--- config.mk ---
export PLATFORM = sky130hd
export DESIGN_NAME = vend_panel_arbiter
export DESIGN_NICKNAME = d
export VERILOG_FILES = /design/src/rtl/vend_panel_arbiter.sv
export SDC_FILE = /design/constraint.sdc
export NUM_CORES = 1
export LEC_CHECK = 0
export CORE_UTILIZATION = 35
export CTS_BUF_LIST = sky130_fd_sc_hd__clkbuf_8
export DETAILED_ROUTE_END_ITERATION = 7
export MAX_ROUTING_LAYER = met4
export PLACE_DENSITY = 0.8
export REMOVE_ABC_BUFFERS = 1
export SLEW_MARGIN = 5
export SYNTH_ARGS = -nofsm -noshare
export SYNTH_HDL_FRONTEND = slang
export SYNTH_SLANG_ARGS = --single-unit
--- constraint.sdc ---
create_clock -name CLK -period 4.1 [get_ports CLK]
set_clock_uncertainty 0.15 [all_clocks]
set_input_delay 0.615 -clock CLK [delete_from_list [all_inputs] [get_ports CLK]]
set_output_delay 0.615 -clock CLK [all_outputs]
set_load 0.02 [all_outputs]
--- src/rtl/vend_panel_arbiter.sv ---
// ============================================================================
// Module   : vend_panel_arbiter
// Purpose  : Shares one vending core between panels A and B (round-robin
//            grant, response routing, core reset, optional watchdog abort).
// Options  : VEND_ARB_WATCHDOG_EN enables the session inactivity watchdog.
// Revision : 1.0 - initial release
// ============================================================================
`default_nettype none

module vend_panel_arbiter #(
   parameter int DRAIN_CYCLES    = 2,
   parameter int SESSION_TIMEOUT = 64
) (
   input  logic       CLK,
   input  logic       RESET_N,
   input  logic       REQ_A,
   input  logic       REQ_B,
   input  logic       KEY_A,
   input  logic       KEY_B,
   input  logic [3:0] CODE_A,
   input  logic [3:0] CODE_B,
   input  logic       VALID_A,
   input  logic       VALID_B,
   input  logic       DOOR_A,
   input  logic       DOOR_B,
   input  logic       M_VEND,
   input  logic       M_INVALID_SEL,
   input  logic       M_FAILED_TRAN,
   input  logic [2:0] M_COST,
   output logic       M_RESET,
   output logic       M_CARD_IN,
   output logic       M_KEY_PRESS,
   output logic       M_VALID_TRAN,
   output logic       M_DOOR_OPEN,
   output logic [3:0] M_ITEM_CODE,
   output logic       GNT_A,
   output logic       GNT_B,
   output logic       VEND_A,
   output logic       VEND_B,
   output logic       INVALID_A,
   output logic       INVALID_B,
   output logic       FAIL_A,
   output logic       FAIL_B,
   output logic [2:0] COST
);

   localparam int                 c_DRAIN_W    = (DRAIN_CYCLES > 1) ? $clog2(DRAIN_CYCLES) : 1;
   localparam logic [c_DRAIN_W-1:0] c_DRAIN_LAST = c_DRAIN_W'(DRAIN_CYCLES - 1);

   typedef enum logic [1:0] {
      S_IDLE    = 2'd0,
      S_START   = 2'd1,
      S_SESSION = 2'd2,
      S_DRAIN   = 2'd3
   } state_t;

   state_t               state_q, state_d;
   logic                 gnt_a_q, gnt_a_d, gnt_b_q, gnt_b_d;
   logic                 pend_a_q, pend_a_d, pend_b_q, pend_b_d;
   logic                 ptr_q, ptr_d;          // 0 favours A, 1 favours B
   logic                 card_in_q, card_in_d;
   logic                 m_reset_q, m_reset_d;
   logic                 vend_q;
   logic [c_DRAIN_W-1:0] drain_q, drain_d;
   logic                 cand_a, cand_b, pick_a, end_session;
   logic                 wd_fire, abort_a, abort_b;

   assign cand_a      = pend_a_q | REQ_A;
   assign cand_b      = pend_b_q | REQ_B;
   assign pick_a      = cand_a & (~cand_b | ~ptr_q);
   assign end_session = M_FAILED_TRAN | (vend_q & ~M_VEND);

`ifdef VEND_ARB_WATCHDOG_EN
   localparam int                c_WD_W     = $clog2(SESSION_TIMEOUT + 1);
   localparam logic [c_WD_W-1:0] c_WD_LIMIT = c_WD_W'(SESSION_TIMEOUT);

   logic [c_WD_W-1:0] wd_q, wd_d;
   logic              activity;
   logic              abort_a_q, abort_b_q;

   assign activity = (gnt_a_q & (KEY_A | VALID_A | DOOR_A)) |
                     (gnt_b_q & (KEY_B | VALID_B | DOOR_B)) | M_VEND;
   assign wd_fire  = (state_q == S_SESSION) && (wd_q == c_WD_LIMIT);

   always_comb begin
      wd_d = '0;
      if (state_q == S_SESSION && !activity && wd_q != c_WD_LIMIT) begin
         wd_d = wd_q + 1'b1;
      end
   end

   always_ff @(posedge CLK or negedge RESET_N) begin
      if (!RESET_N) begin
         wd_q      <= '0;
         abort_a_q <= 1'b0;
         abort_b_q <= 1'b0;
      end else begin
         wd_q      <= wd_d;
         abort_a_q <= wd_fire & ~end_session & gnt_a_q;
         abort_b_q <= wd_fire & ~end_session & gnt_b_q;
      end
   end

   assign abort_a = abort_a_q;
   assign abort_b = abort_b_q;
`else
   assign wd_fire = 1'b0;
   assign abort_a = 1'b0;
   assign abort_b = 1'b0;
`endif

   always_comb begin
      state_d   = state_q;
      gnt_a_d   = gnt_a_q;
      gnt_b_d   = gnt_b_q;
      ptr_d     = ptr_q;
      drain_d   = drain_q;
      card_in_d = 1'b0;
      m_reset_d = 1'b0;
      // A request from the panel that already owns the core is dropped.
      pend_a_d  = pend_a_q | (REQ_A & ~gnt_a_q);
      pend_b_d  = pend_b_q | (REQ_B & ~gnt_b_q);
      case (state_q)
         S_IDLE: begin
            if (cand_a || cand_b) begin
               state_d   = S_START;
               card_in_d = 1'b1;
               gnt_a_d   = pick_a;
               gnt_b_d   = ~pick_a;
               if (pick_a) pend_a_d = 1'b0;
               else        pend_b_d = 1'b0;
            end
         end
         S_START: state_d = S_SESSION;
         S_SESSION: begin
            if (end_session || wd_fire) begin
               state_d   = S_DRAIN;
               gnt_a_d   = 1'b0;
               gnt_b_d   = 1'b0;
               ptr_d     = gnt_a_q;
               drain_d   = c_DRAIN_LAST;
               m_reset_d = wd_fire & ~end_session;
            end
         end
         S_DRAIN: begin
            if (drain_q == '0) state_d = S_IDLE;
            else               drain_d = drain_q - 1'b1;
         end
         default: state_d = S_IDLE;
      endcase
   end

   always_ff @(posedge CLK or negedge RESET_N) begin
      if (!RESET_N) begin
         state_q   <= S_IDLE;
         gnt_a_q   <= 1'b0;
         gnt_b_q   <= 1'b0;
         pend_a_q  <= 1'b0;
         pend_b_q  <= 1'b0;
         ptr_q     <= 1'b0;
         card_in_q <= 1'b0;
         m_reset_q <= 1'b1;
         vend_q    <= 1'b0;
         drain_q   <= '0;
      end else begin
         state_q   <= state_d;
         gnt_a_q   <= gnt_a_d;
         gnt_b_q   <= gnt_b_d;
         pend_a_q  <= pend_a_d;
         pend_b_q  <= pend_b_d;
         ptr_q     <= ptr_d;
         card_in_q <= card_in_d;
         m_reset_q <= m_reset_d;
         vend_q    <= M_VEND;
         drain_q   <= drain_d;
      end
   end

   assign M_RESET      = m_reset_q;
   assign M_CARD_IN    = card_in_q;
   assign M_KEY_PRESS  = (gnt_a_q & KEY_A)   | (gnt_b_q & KEY_B);
   assign M_VALID_TRAN = (gnt_a_q & VALID_A) | (gnt_b_q & VALID_B);
   assign M_DOOR_OPEN  = (gnt_a_q & DOOR_A)  | (gnt_b_q & DOOR_B);
   assign M_ITEM_CODE  = gnt_a_q ? CODE_A : (gnt_b_q ? CODE_B : 4'd0);

   assign GNT_A     = gnt_a_q;
   assign GNT_B     = gnt_b_q;
   assign VEND_A    = M_VEND & gnt_a_q;
   assign VEND_B    = M_VEND & gnt_b_q;
   assign INVALID_A = M_INVALID_SEL & gnt_a_q;
   assign INVALID_B = M_INVALID_SEL & gnt_b_q;
   assign FAIL_A    = (M_FAILED_TRAN & gnt_a_q) | abort_a;
   assign FAIL_B    = (M_FAILED_TRAN & gnt_b_q) | abort_b;
   assign COST      = (gnt_a_q | gnt_b_q) ? M_COST : 3'd0;

endmodule

`default_nettype wire

* Word-level counts from Yosys, hierarchy flattened *
Index checks and enable logic that the tools add are counted.

operators by class
  add/subtract/negate cells = 1
  equality and inequality tests = 6
  mux-type cells = 23
  bitwise logic cells = 32
  reductions and logical operators = 8

operators with widths
  cell                                                             count
  1-bit bitwise AND                                                16
  1-bit two-way mux                                                13
  1-bit OR                                                         10
  4-bit two-way mux                                                2
  2-bit case mux with 4 select lines                               1
  2-bit two-way mux                                                3
  2-bit != test, second input constant                             3
  1-bit inverter                                                   6
  1-bit case mux with 2 select lines                               3
  3-bit AND reduction                                              2
  2-bit == test, second input constant                             2
  2-bit AND reduction                                              2
  2-bit nonzero test                                               2
  3-bit two-way mux                                                1
  2-bit by 1-bit == test with 1-bit output, second input constant  1
  2-bit logical NOT                                                1
  1-bit logical OR                                                 1
  1-bit subtractor, second input constant                          1

word-level totals
  flip-flop bits (word level) = 11
  output and inout bits = 20

* Depth between registers and ports, before layout *
  word-level depth = 7
  depth in mapped cells = 6
  gate-level depth less buffers = 6

* Least setup slack after synthesis *
OpenSTA, ideal clock, no wires.

  kind = reg-to-output
  start point = register gnt_b_q, in the netlist GNT_B
  end point = output M_ITEM_CODE[0]
  arrival = 1.209 ns
  required time = 3.335 ns
  setup slack = 2.126 ns
  stages on the path, launching flop included = 4
  path buffers = 1
  cell sequence = dfrtp_1 > clkbuf_1 > nor2b_1 > a22o_1

between the ends
  longest elaborated chain between the ends = 2

ends and longest elaborated chain
  item                             RTL line  RTL
  from (decl)                      58        logic gnt_a_q, gnt_a_d, gnt_b_q, gnt_b_d;
  from (signal assigned)           168       gnt_b_q <= gnt_b_d;
  4-bit two-way mux (2 in series)  184       assign M_ITEM_CODE = gnt_a_q ? CODE_A : (gnt_b_q ? CODE_B : 4'd0);
  to (decl)                        35        output logic [3:0] M_ITEM_CODE,

Every way passes these cells.

* Worst setup path after layout *
  start point = input M_FAILED_TRAN
  end point = output FAIL_B

between the ends
  longest elaborated chain between the ends = 1

ends and longest elaborated chain
  item               RTL line  RTL
  from (decl)        28        input logic M_FAILED_TRAN,
  1-bit bitwise AND  193       assign FAIL_B = (M_FAILED_TRAN & gnt_b_q) | abort_b;
  to (decl)          43        output logic FAIL_B,

Every way passes these cells.

==> results.json <==
{
  "outcome": "complete, no violations",
  "first_pass_grt_wire_length_mm": 2.649,
  "postSynthAreaPerCell_um2": 9.598,
  "fp-row-count": 15,
  "stdcell_area_um2": 1171,
  "total_grt_overflow": 0,
  "crit_path_max_incr_delay_ns": 0.61,
  "post_cts_sizing_count": 0,
  "synth-edff-count": 0,
  "die-width_um": 45.82,
  "drt.antenna.violating_nets": 0,
  "layout_commonest_cell": "clkdlybuf4s50_1",
  "max_freq_mhz": 360.6,
  "slew_violations": 0,
  "biggest_fanout_along_the_worst_timing_path": 6,
  "timing.critical_path.from_type": "input pin",
  "crit_slowest_cell": "clkdlybuf4s50_1",
  "num-fill-cells": 147,
  "tritoncts": "done",
  "min_path_type": "reg2reg",
  "total_die_area_um2": 2099,
  "whs_path_depth": 2,
  "clock_h_tree_levels": 1,
  "maximum_number_of_pins_on_one_net_before_global_route_repair": 17,
  "first_iter_violations": 12,
  "setup-violations-final": 0,
  "effective_utilization_at_floorplan_pct": 38.09,
  "ys_warn_count": 0,
  "coreArea_um2": 1764,
  "peakVddDrop_v": 0.0003919,
  "cts_setup_buffers": 0,
  "die_h_um": 45.82,
  "cts.sink_count": 11,
  "worst_r2r_path_depth": 6,
  "clk_path_buf_depth": 2,
  "wire_length_reported_by_the_detailed_router_mm": 1.753,
  "vias_per_cell": 4.814,
  "route.detailed.wl_per_inst_um": 12.52,
  "finalHoldViolCount": 0,
  "power.density_nw_per_um2": 605.4,
  "design.portCount": 44,
  "final_design_utilization_pct": 66.38,
  "leakage_nw": 0.4777,
  "drv_cap": 0,
  "cp_data_required_time_ns": 3.34,
  "top_delay_family_on_crit_path": "buffers and inverters",
  "critPathMostFrequentCell": "clkdlybuf4s50_1",
  "port-buffer-count": 43,
  "flow.area_growth_from_synthesis_pct": 74.30,
  "worstSetupStartpoint": "M_FAILED_TRAN",
  "grt.total_usage_pct": 18.56,
  "finalSetupTns_ns": 0,
  "drive_above_1_share_pct": 6.957,
  "placedInstanceArea_um2": 1126,
  "synth.cell_area_um2": 671.9,
  "hpwlAfterDp_mm": 1.403,
  "initial_antenna_violation_count": 0,
  "worst_ep_arrival_time_ns": 2.01,
  "ys_async_sr_fraction_pct": 100.0,
  "portion_of_the_clock_cycle_consumed_by_the_worst_path_in_the_final_layout_pct": 67.64,
  "clk_latency_ns": 0.24,
  "final_nets": 143,
  "root_buffer": "clkbuf_8",
  "timing.critical_path.depth": 3,
  "most-common-layout-cells": "43 x clkdlybuf4s50_1, 10 x dfrtp_1, 7 x inv_1, 7 x a22o_1",
  "synthCells": 70,
  "critical_path.n_buffers_inverters": 2,
  "timing.hold.worst.start": "ptr_q",
  "dr.pass1.iters": 4,
  "cts_buffers": 3,
  "ys_types": 23,
  "cts_hold_buffers": 0,
  "insertedDiodeCount": 0,
  "first_global_vias": 621,
  "synth_flop_cell": "dfrtp_1",
  "finalWeightedCongestion": 0.8364,
  "synth.yosys.seq_area_share_pct": 41.15,
  "synth-seq-cells": 11,
  "critical_path_sink_type": "output port",
  "layout_min_cycle_time_ns": 2.773,
  "post-route-drc-count": 0,
  "clkSlewWorstSetupHoldPaths_ns": 0.05,
  "crit_chain": "clkdlybuf4s50_1 -> and2_1 -> clkdlybuf4s50_1",
  "path_class": "in2out",
  "detailroute.via_count": 674,
  "rsz_0062_raised_after_global_routing": "false",
  "worstReg2RegStart": "state_q[0]"
}
per-stage QoR:
| step | std cells | hold slack, ns | setup slack, ns | total power, mW |
|---|---|---|---|---|
| after floorplan | 68 | 0.1694 | 2.190 | 0.4383 |
| after global placement | 136 | 0.3482 | 1.357 | 0.5964 |
| after global routing | 140 | 0.4269 | 1.283 | 0.7591 |
| after detailed placement | 136 | 0.3586 | 1.313 | 0.6067 |
| final | 140 | 0.3742 | 1.327 | 0.7090 |
| after CTS | 140 | 0.3695 | 1.308 | 0.7160 |
synthesized netlist by cell type, drive strengths merged, types with 2 or more instances:
master  instances  area, um^2
o21ai           7       35.03
clkbuf          2       7.510
nor2b           6       37.54
a21oi           4       23.77
dfrtp          10       250.2
inv             6       22.52
a22o            7       61.31
nand2           3       11.26
ha              3       37.54
nor2            5       18.77
o21a            2       15.01
and2            6       37.54
cells by family (layout without fill, tap and decap cells):
logic type | count (synthesis) | after routing | synth area share [%]
AO/OA/AOI/OAI | 24 | 24 | 27.93
adder cells (fa/ha/maj) | 3 | 3 | 5.587
buffers and inverters | 8 | 53 | 4.469
other | 1 | 1 | 0.5581
AND/OR/NAND/NOR | 22 | 22 | 18.06
multiplexers | 1 | 1 | 2.234
flip-flops | 11 | 11 | 41.16
flip-flops by register name (all words and copies together) (netlist names):
register   flops
state_q        2
M_CARD_IN      1
pend_a_q       1
M_RESET        1
ptr_q          1
vend_q         1
pend_b_q       1
GNT_A          1
GNT_B          1
drain_q        1
worst reg2reg max path: stages, from the launching register on:
cell	delay (ns)
dfrtp_1	0.39
inv_1	0.09
ha_1	0.24
inv_1	0.10
o32ai_4	0.32
a21oi_2	0.08
mux2_4	0.30
path summary, 6_finish.rpt:
path	slack, ns	endpoint
min	0.37	ptr_q
min in group asynchronous	0.56	ptr_q
max in group asynchronous	2.89	M_RESET
min reg2reg	0.37	ptr_q
max reg2reg	2.32	state_q[1]
max	1.33	FAIL_B
final cells by class:
cell class	count	area (um^2)	share of cell area, %
well taps	25	31.28	2.671
inverters	6	22.52	1.923
clock inverters	1	3.754	0.3205
multi-input cells	51	365.4	31.20
repair buffers	43	430.4	36.75
clock buffers	3	41.29	3.526
flip-flops and latches	11	276.5	23.61
power breakdown:
part | switching [mW] | total [mW] | internal (mW)
Combinational | 0.192 | 0.402 | 0.210
Clock | 0.0406 | 0.106 | 0.0657
Sequential | 0.0507 | 0.201 | 0.150
Total | 0.283 | 0.709 | 0.426
routing by layer:
layer | GRT usage (%) | wire length, um | share of wire (%)
met5 | - | 0 | 0
met1 | 20.10 | 705 | 40
met4 | 8.824 | 23 | 1.3
met2 | 31.14 | 801 | 46
met3 | 5.159 | 222 | 13
Note: power is estimated with default switching activity, not from simulation.
